==> config.mk <==
export PLATFORM = sky130hd
export DESIGN_NAME = accumulate_sched_flat
export DESIGN_NICKNAME = d
export VERILOG_FILES = /design/src/rtl/accumulate_sched_if.sv /design/src/rtl/accumulate_sched.sv /design/src/flat_wrapper.sv
export SDC_FILE = /design/constraint.sdc
export NUM_CORES = 1
export LEC_CHECK = 0
export CAP_MARGIN = 20
export CORE_MARGIN = 2
export CORE_UTILIZATION = 45
export CTS_BUF_LIST = sky130_fd_sc_hd__clkbuf_16
export CTS_CLUSTER_DIAMETER = 100
export DETAILED_ROUTE_END_ITERATION = 6
export GPL_ROUTABILITY_DRIVEN = 0
export HOLD_SLACK_MARGIN = 0.12
export MAX_ROUTING_LAYER = met4
export PLACE_DENSITY = 0.8
export REMOVE_ABC_BUFFERS = 1
export SYNTH_ARGS = -nofsm -noshare
export SYNTH_HDL_FRONTEND = slang
export SYNTH_SLANG_ARGS = --single-unit
==> constraint.sdc <==
create_clock -name Clock -period 4.3 [get_ports Clock]
set_clock_uncertainty 0.05 [all_clocks]
set_input_delay 0.86 -clock Clock [delete_from_list [all_inputs] [get_ports Clock]]
set_output_delay 0.86 -clock Clock [all_outputs]
set_load 0.01 [all_outputs]
==> src/rtl/accumulate_sched_if.sv <==
// Request/grant and result bundle between requesters and accumulate_sched.
//   req[1:0]  : per-requester request (bit i = requester i)
//   x0, x1    : per-requester unsigned operand (XW bits)
//   n0, n1    : per-requester unsigned add count (NW bits)
//   gnt[1:0]  : one-hot grant pulse
//   owner     : requester index of the current / last completed job
//   busy      : scheduler not idle
//   sum       : accumulator value (SUMW bits)
//   done      : one-cycle completion pulse
interface accumulate_sched_if #(
    parameter int unsigned XW   = 5,
    parameter int unsigned NW   = 5,
    parameter int unsigned SUMW = 10
);
    logic [1:0]      req;
    logic [XW-1:0]   x0;
    logic [XW-1:0]   x1;
    logic [NW-1:0]   n0;
    logic [NW-1:0]   n1;
    logic [1:0]      gnt;
    logic            owner;
    logic            busy;
    logic [SUMW-1:0] sum;
    logic            done;

    // Requester side
    modport master (
        output req, x0, x1, n0, n1,
        input  gnt, owner, busy, sum, done
    );

    // Scheduler side
    modport slave (
        input  req, x0, x1, n0, n1,
        output gnt, owner, busy, sum, done
    );
endinterface

==> src/rtl/accumulate_sched.sv <==
// Two-requester round-robin scheduler that runs a repeated-add job for the
// granted requester: sum = x * n, computed one add per clock.
//   Clock : rising-edge clock
//   Reset : asynchronous, active-high reset
//   bus   : accumulate_sched_if.slave (req/x0/x1/n0/n1 in;
//           gnt/owner/busy/sum/done out)
module accumulate_sched #(
    parameter int unsigned XW   = 5,
    parameter int unsigned NW   = 5,
    parameter int unsigned SUMW = 10
) (
    input  logic              Clock,
    input  logic              Reset,
    accumulate_sched_if.slave bus
);

    typedef enum logic [1:0] {
        IDLE = 2'd0,
        RUN  = 2'd1,
        DONE = 2'd2
    } state_t;

    state_t          state_q, state_d;
    logic [1:0]      gnt_q,   gnt_d;
    logic            done_q,  done_d;
    logic [SUMW-1:0] sum_q,   sum_d;
    logic            owner_q, owner_d;
    logic [NW-1:0]   cnt_q,   cnt_d;
    logic [XW-1:0]   xr_q,    xr_d;
    logic            prio_q,  prio_d;   // requester that wins a tie
    logic            pick;
    logic [NW-1:0]   n_sel;

    // Next-state and next-output logic
    always_comb begin
        state_d = state_q;
        gnt_d   = 2'b00;
        done_d  = 1'b0;
        sum_d   = sum_q;
        owner_d = owner_q;
        cnt_d   = cnt_q;
        xr_d    = xr_q;
        prio_d  = prio_q;

        pick  = (bus.req == 2'b11) ? prio_q : bus.req[1];
        n_sel = pick ? bus.n1 : bus.n0;

        case (state_q)
            IDLE: begin
                if (bus.req != 2'b00) begin
                    gnt_d   = pick ? 2'b10 : 2'b01;
                    owner_d = pick;
                    xr_d    = pick ? bus.x1 : bus.x0;
                    cnt_d   = n_sel;
                    sum_d   = '0;
                    prio_d  = ~pick;
                    // Zero-count job goes straight to DONE; its done pulse
                    // is deferred one cycle so it never overlaps gnt.
                    state_d = (n_sel != '0) ? RUN : DONE;
                end
            end
            RUN: begin
                sum_d = sum_q + SUMW'(xr_q);
                cnt_d = cnt_q - NW'(1);
                if (cnt_q == NW'(1)) begin
                    state_d = DONE;
                    done_d  = 1'b1;
                end
            end
            DONE: begin
                // done_q low here only for the zero-count grant cycle.
                if (!done_q) begin
                    done_d = 1'b1;
                end else begin
                    state_d = IDLE;
                end
            end
            default: begin
                state_d = IDLE;
            end
        endcase
    end

    // State and output registers
    always_ff @(posedge Clock or posedge Reset) begin
        if (Reset) begin
            state_q <= IDLE;
            gnt_q   <= 2'b00;
            done_q  <= 1'b0;
            sum_q   <= '0;
            owner_q <= 1'b0;
            cnt_q   <= '0;
            xr_q    <= '0;
            prio_q  <= 1'b0;
        end else begin
            state_q <= state_d;
            gnt_q   <= gnt_d;
            done_q  <= done_d;
            sum_q   <= sum_d;
            owner_q <= owner_d;
            cnt_q   <= cnt_d;
            xr_q    <= xr_d;
            prio_q  <= prio_d;
        end
    end

    assign bus.gnt   = gnt_q;
    assign bus.done  = done_q;
    assign bus.sum   = sum_q;
    assign bus.owner = owner_q;
    assign bus.busy  = (state_q != IDLE);

endmodule

==> src/flat_wrapper.sv <==
// flat-port wrapper written by rule: the top's interface ports become plain ports
module accumulate_sched_flat 
#(
    parameter int unsigned XW   = 5,
    parameter int unsigned NW   = 5,
    parameter int unsigned SUMW = 10
)
  (Clock, Reset, bus_req, bus_x0, bus_x1, bus_n0, bus_n1, bus_gnt, bus_owner, bus_busy, bus_sum, bus_done);
  accumulate_sched_if #(.XW(XW), .NW(NW), .SUMW(SUMW)) bus_i ();
  input  logic Clock;
  input  logic Reset;
  input wire logic [$bits(bus_i.req)-1:0] bus_req;
  input wire logic [$bits(bus_i.x0)-1:0] bus_x0;
  input wire logic [$bits(bus_i.x1)-1:0] bus_x1;
  input wire logic [$bits(bus_i.n0)-1:0] bus_n0;
  input wire logic [$bits(bus_i.n1)-1:0] bus_n1;
  output wire logic [$bits(bus_i.gnt)-1:0] bus_gnt;
  output wire logic [$bits(bus_i.owner)-1:0] bus_owner;
  output wire logic [$bits(bus_i.busy)-1:0] bus_busy;
  output wire logic [$bits(bus_i.sum)-1:0] bus_sum;
  output wire logic [$bits(bus_i.done)-1:0] bus_done;
  assign bus_i.req = bus_req;
  assign bus_i.x0 = bus_x0;
  assign bus_i.x1 = bus_x1;
  assign bus_i.n0 = bus_n0;
  assign bus_i.n1 = bus_n1;
  assign bus_gnt = bus_i.gnt;
  assign bus_owner = bus_i.owner;
  assign bus_busy = bus_i.busy;
  assign bus_sum = bus_i.sum;
  assign bus_done = bus_i.done;
  accumulate_sched #(.XW(XW), .NW(NW), .SUMW(SUMW)) u_core (.Clock(Clock), .Reset(Reset), .bus(bus_i));
endmodule
==> impl_metrics.yaml, run 1 <==
run_status:
  run_status: "finished, final reports clean"
cells_and_area:
  multi_input_area_um2: 862
  layout-drive-gt1-share_pct: 9.00
  stdcell_count: 246
  syn_to_final_growth_pct: 32.0
  fill_cells: 276
  regArea_um2: 676
  antennaDiodeCount: 0
  fin_nets: 236
clock_network:
  cts_setup_buffers: 0
  cts_sinks: 27
  hold_buffers: 0
  cts_buffers: 3
  clock_path_buffers: 2
  post_cts_resized: 0
  cts_tree: "yes"
  cts_max_level: 1
  cts_root_buf: "clkbuf_16"
  clk_pin_slew_ps: 70
  clkLatencyLatePin_ps: 260
worst_setup_path:
  worstPathRequired_ps: 4400
  path_buf_inv: 1
  crit_path_end_kind: "flip-flop"
  critPathSlowestCell: "o21ai_1"
  cp_slowest_stage_delay_ps: 770
  critPathLaunchType: "input pin"
  crit_fanout: 15
  critPathArrivalTime_ps: 2720
  crit_path_cell_trace: "clkdlybuf4s50_1 > o21ai_1 > nor2_2 > a221o_1"
  critical_path.top_delay_family: "compound AO/OA/AOI/OAI gates"
  criticalPathCategory: "in2reg"
sta:
  max_freq_ghz: 0.382
  rsz0062_at_grt: "false"
  fin_crit_ps: 2620
  worst_pin_slew_ps: 916
  timing.hold.ws_ps: 428
  setup_viol: 0
  hold_violations: 0
  relSlewSlack_pct: 38.5
  fin_tns_setup_ps: 0
  drv_slew: 0
  period_share_pct: 60.9
route:
  wl_per_cell_um: 15.4
  drc: 0
  firstDrtPassIters: 4
  viasPerCell: 5.51
  vias: 1355
  drtIter0Drc: 108
  ant_nets: 0
  wirelength_um: 3790
yosys:
  yosys.area.top_type: "dfrtp_1"
  syn_inst: 161
  synth.yosys.seq_area_share_pct: 41.9
  yosys_warnings: 0
  synth_area_leaders: "dfrtp_1 42%, ha_1 7.8%, mux2i_1 5.6%"
  synth_area_um2: 1610
  synth_top_area_share_pct: 41.9
  synth_cell_types: 40
  synth_seq_cells: 27
  avgSynthCellArea_um2: 10.0
power:
  powerDensity_nw_per_um2: 632
  leakage_nw: 0.948
  p_total_mw: 1.35
  ir_drop_mv: 0.438
global_routing:
  grt_util_all_layers_pct: 20.2
  grt_pass1_wl_um: 6200
  antenna_found_initial: 0
  grt_max_degree: 28
  first_global_vias: 1342
  grt_overflow: 0
floorplan:
  core_area_um2: 3390
  initial_utilization_pct: 47.6
  die_y_um: 63.9
  rows: 21
  fp.dieW_um: 63.9
  ios: 39
  die-area_um2: 4080
place:
  dp_hpwl_um: 2820
  port_buffers: 38
  dp_cells: 241
run:
  maxCapViolations: 0
hold_path:
  worstHoldPathType: "reg2reg"
-- synth_stat cells --
master      n
o211ai_1    2
and2_1      2
inv_2       1
o21ai_1     4
fa_1        1
o2111ai_1   2
a221o_1     1
nor2b_1     2
mux2i_1     9
o21ai_0    14
mux2_2      3
a211oi_1    1
buf_6       2
ha_1       10
nand2_1    10
nor2_1     18
xor2_1      7
a32o_1      1
or3_1       1
a22o_1      2
clkbuf_1    1
nand3b_1    1
or4_1       2
nor3b_2     1
o21ai_4     1
o21ai_2     1
o31a_1      1
o22ai_1     1
buf_2       1
a21oi_1     3
nor2_2      2
nor3_1      2
a21o_1      3
nor3b_1     1
a221oi_2    3
dfrtp_1    27
nand3_2     1
o21a_1      2
inv_1      11
nand3_1     3
-- per-stage QoR --
| stage | cell area (um^2) | worst slack [ps] | util (%) |
|---|---|---|---|
| after floorplan | 1580 | 2210 | - |
| after global placement | 2020 | 1480 | 59.6 |
| after detailed placement | 2020 | 1390 | 59.6 |
| after CTS | 2100 | 1680 | 62.1 |
| after global routing | 2130 | 1520 | 62.9 |
| final | 2130 | 1680 | 62.9 |
-- power by group --
part           total, mW  internal, mW  switching [mW]
Combinational      0.692         0.313           0.379
Sequential         0.436         0.353          0.0830
Clock              0.218         0.127          0.0917
Total               1.35         0.792           0.554
-- registers in the layout (all words and copies together), names as in the netlist --
name and count:
u_core.bus.done 1, u_core.bus.gnt 2, u_core.bus.owner 1, u_core.bus.sum 10
u_core.cnt_q 5, u_core.prio_q 1, u_core.state_q 2, u_core.xr_q 5
-- metal layers --
layer  vias to the layer above  track usage [%]  routed length, um
met3                         5             4.05                174
met5                         -                -                  0
li1                        650                -                  -
met4                         0             5.71                 44
met1                       646             25.5               1670
met2                        54             33.2               1900
-- worst reg2reg max path, cell delays in order, from the launching register on --
cell and delay (ps):
dfrtp_1 400, inv_1 90, ha_1 450, nor2_1 180
nor2_2 460, nand2_1 260, nor2_1 160, a221o_1 120
-- cell families after synthesis --
group,Yosys count,synth area share (%)
simple gates,46,14.0
mux,12,7.67
fa+ha+maj,11,8.99
compound gates,42,18.9
buf+inv,16,4.73
xor+xnor,7,3.80
flops,27,41.9
-- final cells by class --
type / count / area share [%]
clock buffer: 3 / 3.52
clock inverter: 1 / 0.352
inverter: 12 / 2.11
multi-input combinational: 118 / 40.5
sequential: 27 / 31.7
tap: 46 / 2.70
timing repair buffer: 39 / 19.1
-- path summary, 6_finish.rpt --
| kind | start | to | slack [ps] | depth (start not counted) |
|---|---|---|---|---|
| min reg2reg | u_core.bus.owner | u_core.bus.owner | 430 | 1 |
| max reg2reg | u_core.state_q[1] | u_core.cnt_q[0] | 2080 | 7 |
| max in group asynchronous | Reset | u_core.cnt_q[1] | 3060 | 3 |
| max | bus_req[1] | u_core.cnt_q[0] | 1680 | 4 |
| min | u_core.bus.owner | u_core.bus.owner | 430 | 1 |
| min in group asynchronous | Reset | u_core.prio_q | 760 | 2 |
-- cell usage in the layout (no fill, tap or decap), types with 2 or more instances in the layout --
cell type and instances:
xor2_1 7, ha_1 10, or4_1 2, a21o_1 3
o21ai_1 4, nor2_1 18, o2111ai_1 2, o21ai_0 14
o21a_1 2, nand3_1 3, a221oi_2 3, and2_1 2
a22o_1 2, clkbuf_16 3, inv_1 11, clkdlybuf4s50_1 38
o211ai_1 2, nor3_1 2, a21oi_1 3, dfrtp_1 27
nor2_2 2, mux2i_1 9, nand2_1 10, mux2_2 3
nor2b_1 2
Note: power is estimated with default switching activity, not from simulation.
==> inputs of run 2 (changes only) <==
--- a/config.mk
+++ b/config.mk
@@ -7,14 +7,14 @@
 export LEC_CHECK = 0
 export CAP_MARGIN = 20
 export CORE_MARGIN = 2
-export CORE_UTILIZATION = 45
+export CORE_UTILIZATION = 44
 export CTS_BUF_LIST = sky130_fd_sc_hd__clkbuf_16
 export CTS_CLUSTER_DIAMETER = 100
 export DETAILED_ROUTE_END_ITERATION = 6
 export GPL_ROUTABILITY_DRIVEN = 0
 export HOLD_SLACK_MARGIN = 0.12
 export MAX_ROUTING_LAYER = met4
-export PLACE_DENSITY = 0.8
+export PLACE_DENSITY = 0.81
 export REMOVE_ABC_BUFFERS = 1
 export SYNTH_ARGS = -nofsm -noshare
 export SYNTH_HDL_FRONTEND = slang
==> constraint.sdc (replaced) <==
create_clock -name Clock -period 2.3 [get_ports Clock]
set_clock_uncertainty 0.05 [all_clocks]
set_input_delay 0.46 -clock Clock [delete_from_list [all_inputs] [get_ports Clock]]
set_output_delay 0.46 -clock Clock [all_outputs]
set_load 0.01 [all_outputs]
==> run 2 against run 1 <==
- critical path depth stayed put
- setup slack worse by 1500 ps
- flip-flop and latch count stayed put
- power is 85% higher
- hold slack better by 6.2 ps
- cell count is 2.8% higher
- design area is 0.76% higher
- largest power group unchanged
==> impl_metrics.yaml, run 2 (synthesis gave the netlist of run 1 again) <==
run_status:
  run_status: "finished, final reports clean"
route:
  wirelength_um: 3430
  drtIter0Drc: 62
  ant_nets: 0
  vias: 1322
  drc: 0
  wl_per_cell_um: 13.6
  firstDrtPassIters: 4
  viasPerCell: 5.23
place:
  dp_cells: 249
  dp_hpwl_um: 2610
  port_buffers: 38
sta:
  period_share_pct: 92.1
  setup_viol: 0
  worst_pin_slew_ps: 671
  fin_tns_setup_ps: 0
  drv_slew: 0
  relSlewSlack_pct: 54.8
  hold_violations: 0
  fin_crit_ps: 2120
  max_freq_ghz: 0.472
  rsz0062_at_grt: "false"
power:
  p_total_mw: 2.48
  leakage_nw: 0.970
  powerDensity_nw_per_um2: 1160
  ir_drop_mv: 0.566
cells_and_area:
  layout-drive-gt1-share_pct: 10.7
  fin_nets: 241
  regArea_um2: 676
  stdcell_count: 253
  fill_cells: 308
  antennaDiodeCount: 0
  syn_to_final_growth_pct: 33.0
  largest_reg_flops: 10
  layout_common_cells: "38 x clkdlybuf4s50_1, 27 x dfrtp_1, 18 x nor2_1, 14 x o21ai_0, 12 x inv_1"
  multi_input_area_um2: 862
  mostFrequentLayoutCell: "clkdlybuf4s50_1"
clock_network:
  cts_sinks: 27
  cts_max_level: 1
  cts_root_buf: "clkbuf_16"
  clkLatencyLatePin_ps: 260
  clk_pin_slew_ps: 60
  cts_setup_buffers: 0
  clock_path_buffers: 2
  cts_tree: "yes"
  cts_buffers: 3
  post_cts_resized: 0
  hold_buffers: 0
global_routing:
  antenna_found_initial: 0
  grt_util_all_layers_pct: 18.3
  grt_pass1_wl_um: 5770
  grt_overflow: 0
  first_global_vias: 1270
  grt_max_degree: 28
worst_setup_path:
  crit_path_cell_trace: "inv_1 > ha_1 > inv_1 > clkdlybuf4s50_1"
  r2r_end: "u_core.bus.sum[8]"
  ff2ff_setup_slack_ps: 380
  crit_fanout: 5
  path_buf_inv: 3
  rr_startpoint: "u_core.bus.sum[0]"
  cp_common_cell: "inv_1"
  critPathSlowestCell: "clkdlybuf4s50_1"
  criticalPathCategory: "reg2out"
  critical_path.top_delay_family: "buffers and inverters"
  worstPathRequired_ps: 1790
  critPathArrivalTime_ps: 1610
  crit_path_end_kind: "primary output"
  worstRegToRegCells: 8
  cp_slowest_stage_delay_ps: 540
  critPathLaunchType: "flip-flop"
floorplan:
  fp.dieW_um: 64.6
  ios: 39
  die_y_um: 64.6
  rows: 22
  initial_utilization_pct: 44.8
  core_area_um2: 3610
  die-area_um2: 4170
hold_path:
  min_path_cells: 1
  hold_start: "u_core.bus.owner"
  worstHoldPathType: "reg2reg"
  hold_path_end: "u_core.bus.owner"
run:
  maxCapViolations: 0
## run 2: cell count changes in the layout (fill, tap and decap cells not counted)
| cell | previous run | this run |
|---|---|---|
| buf_4 | 0 | 6 |
| inv_1 | 11 | 12 |
| clkinvlp_4 | 1 | 0 |
| buf_16 | 1 | 0 |
## run 2: per-stage QoR
step	hold WS, ps	util [%]	setup WS [ps]	instance area (um^2)
floorplan	404	-	541	1580
global placement	416	57.4	190	2070
detailed placement	420	57.4	150	2070
CTS	435	59.5	190	2150
global route	448	59.5	97.2	2150
finish	434	59.5	182	2150
## run 2: layout make-up
class	instances	area share (%)
Clock buffer	3	3.50
Clock inverter	1	0.175
Inverter	12	2.10
Multi-Input combinational cell	118	40.2
Sequential cell	27	31.5
Tap cell	48	2.80
Timing Repair Buffer	44	19.8
## run 2: how the worst max path moves through the flow
stage / from / endpoint / slack (ps) / cells after the start
global placement: bus_req[0] / u_core.cnt_q[0] / 190 / 5
detailed placement: bus_req[0] / u_core.cnt_q[0] / 150 / 5
global route: u_core.state_q[0] / bus_busy / 100 / 4
finish: u_core.state_q[0] / bus_busy / 180 / 4
CTS: u_core.state_q[0] / bus_busy / 190 / 4
floorplan: u_core.bus.sum[0] / u_core.bus.sum[6] / 540 / 8
## run 2: report_power, final
group          leakage, nW  switching, mW  internal [mW]
Combinational        0.584          0.679          0.611
Clock               0.0423          0.154          0.233
Sequential           0.344          0.148          0.659
Total                0.970          0.980           1.50
## run 2: metal layers
| metal | global-route usage [%] | routed length (um) | vias to the layer above |
|---|---|---|---|
| met5 | - | 0 | - |
| met4 | 8.78 | 76 | 0 |
| met1 | 24.7 | 1630 | 623 |
| met3 | 1.56 | 130 | 6 |
| li1 | - | - | 661 |
| met2 | 28.3 | 1590 | 32 |
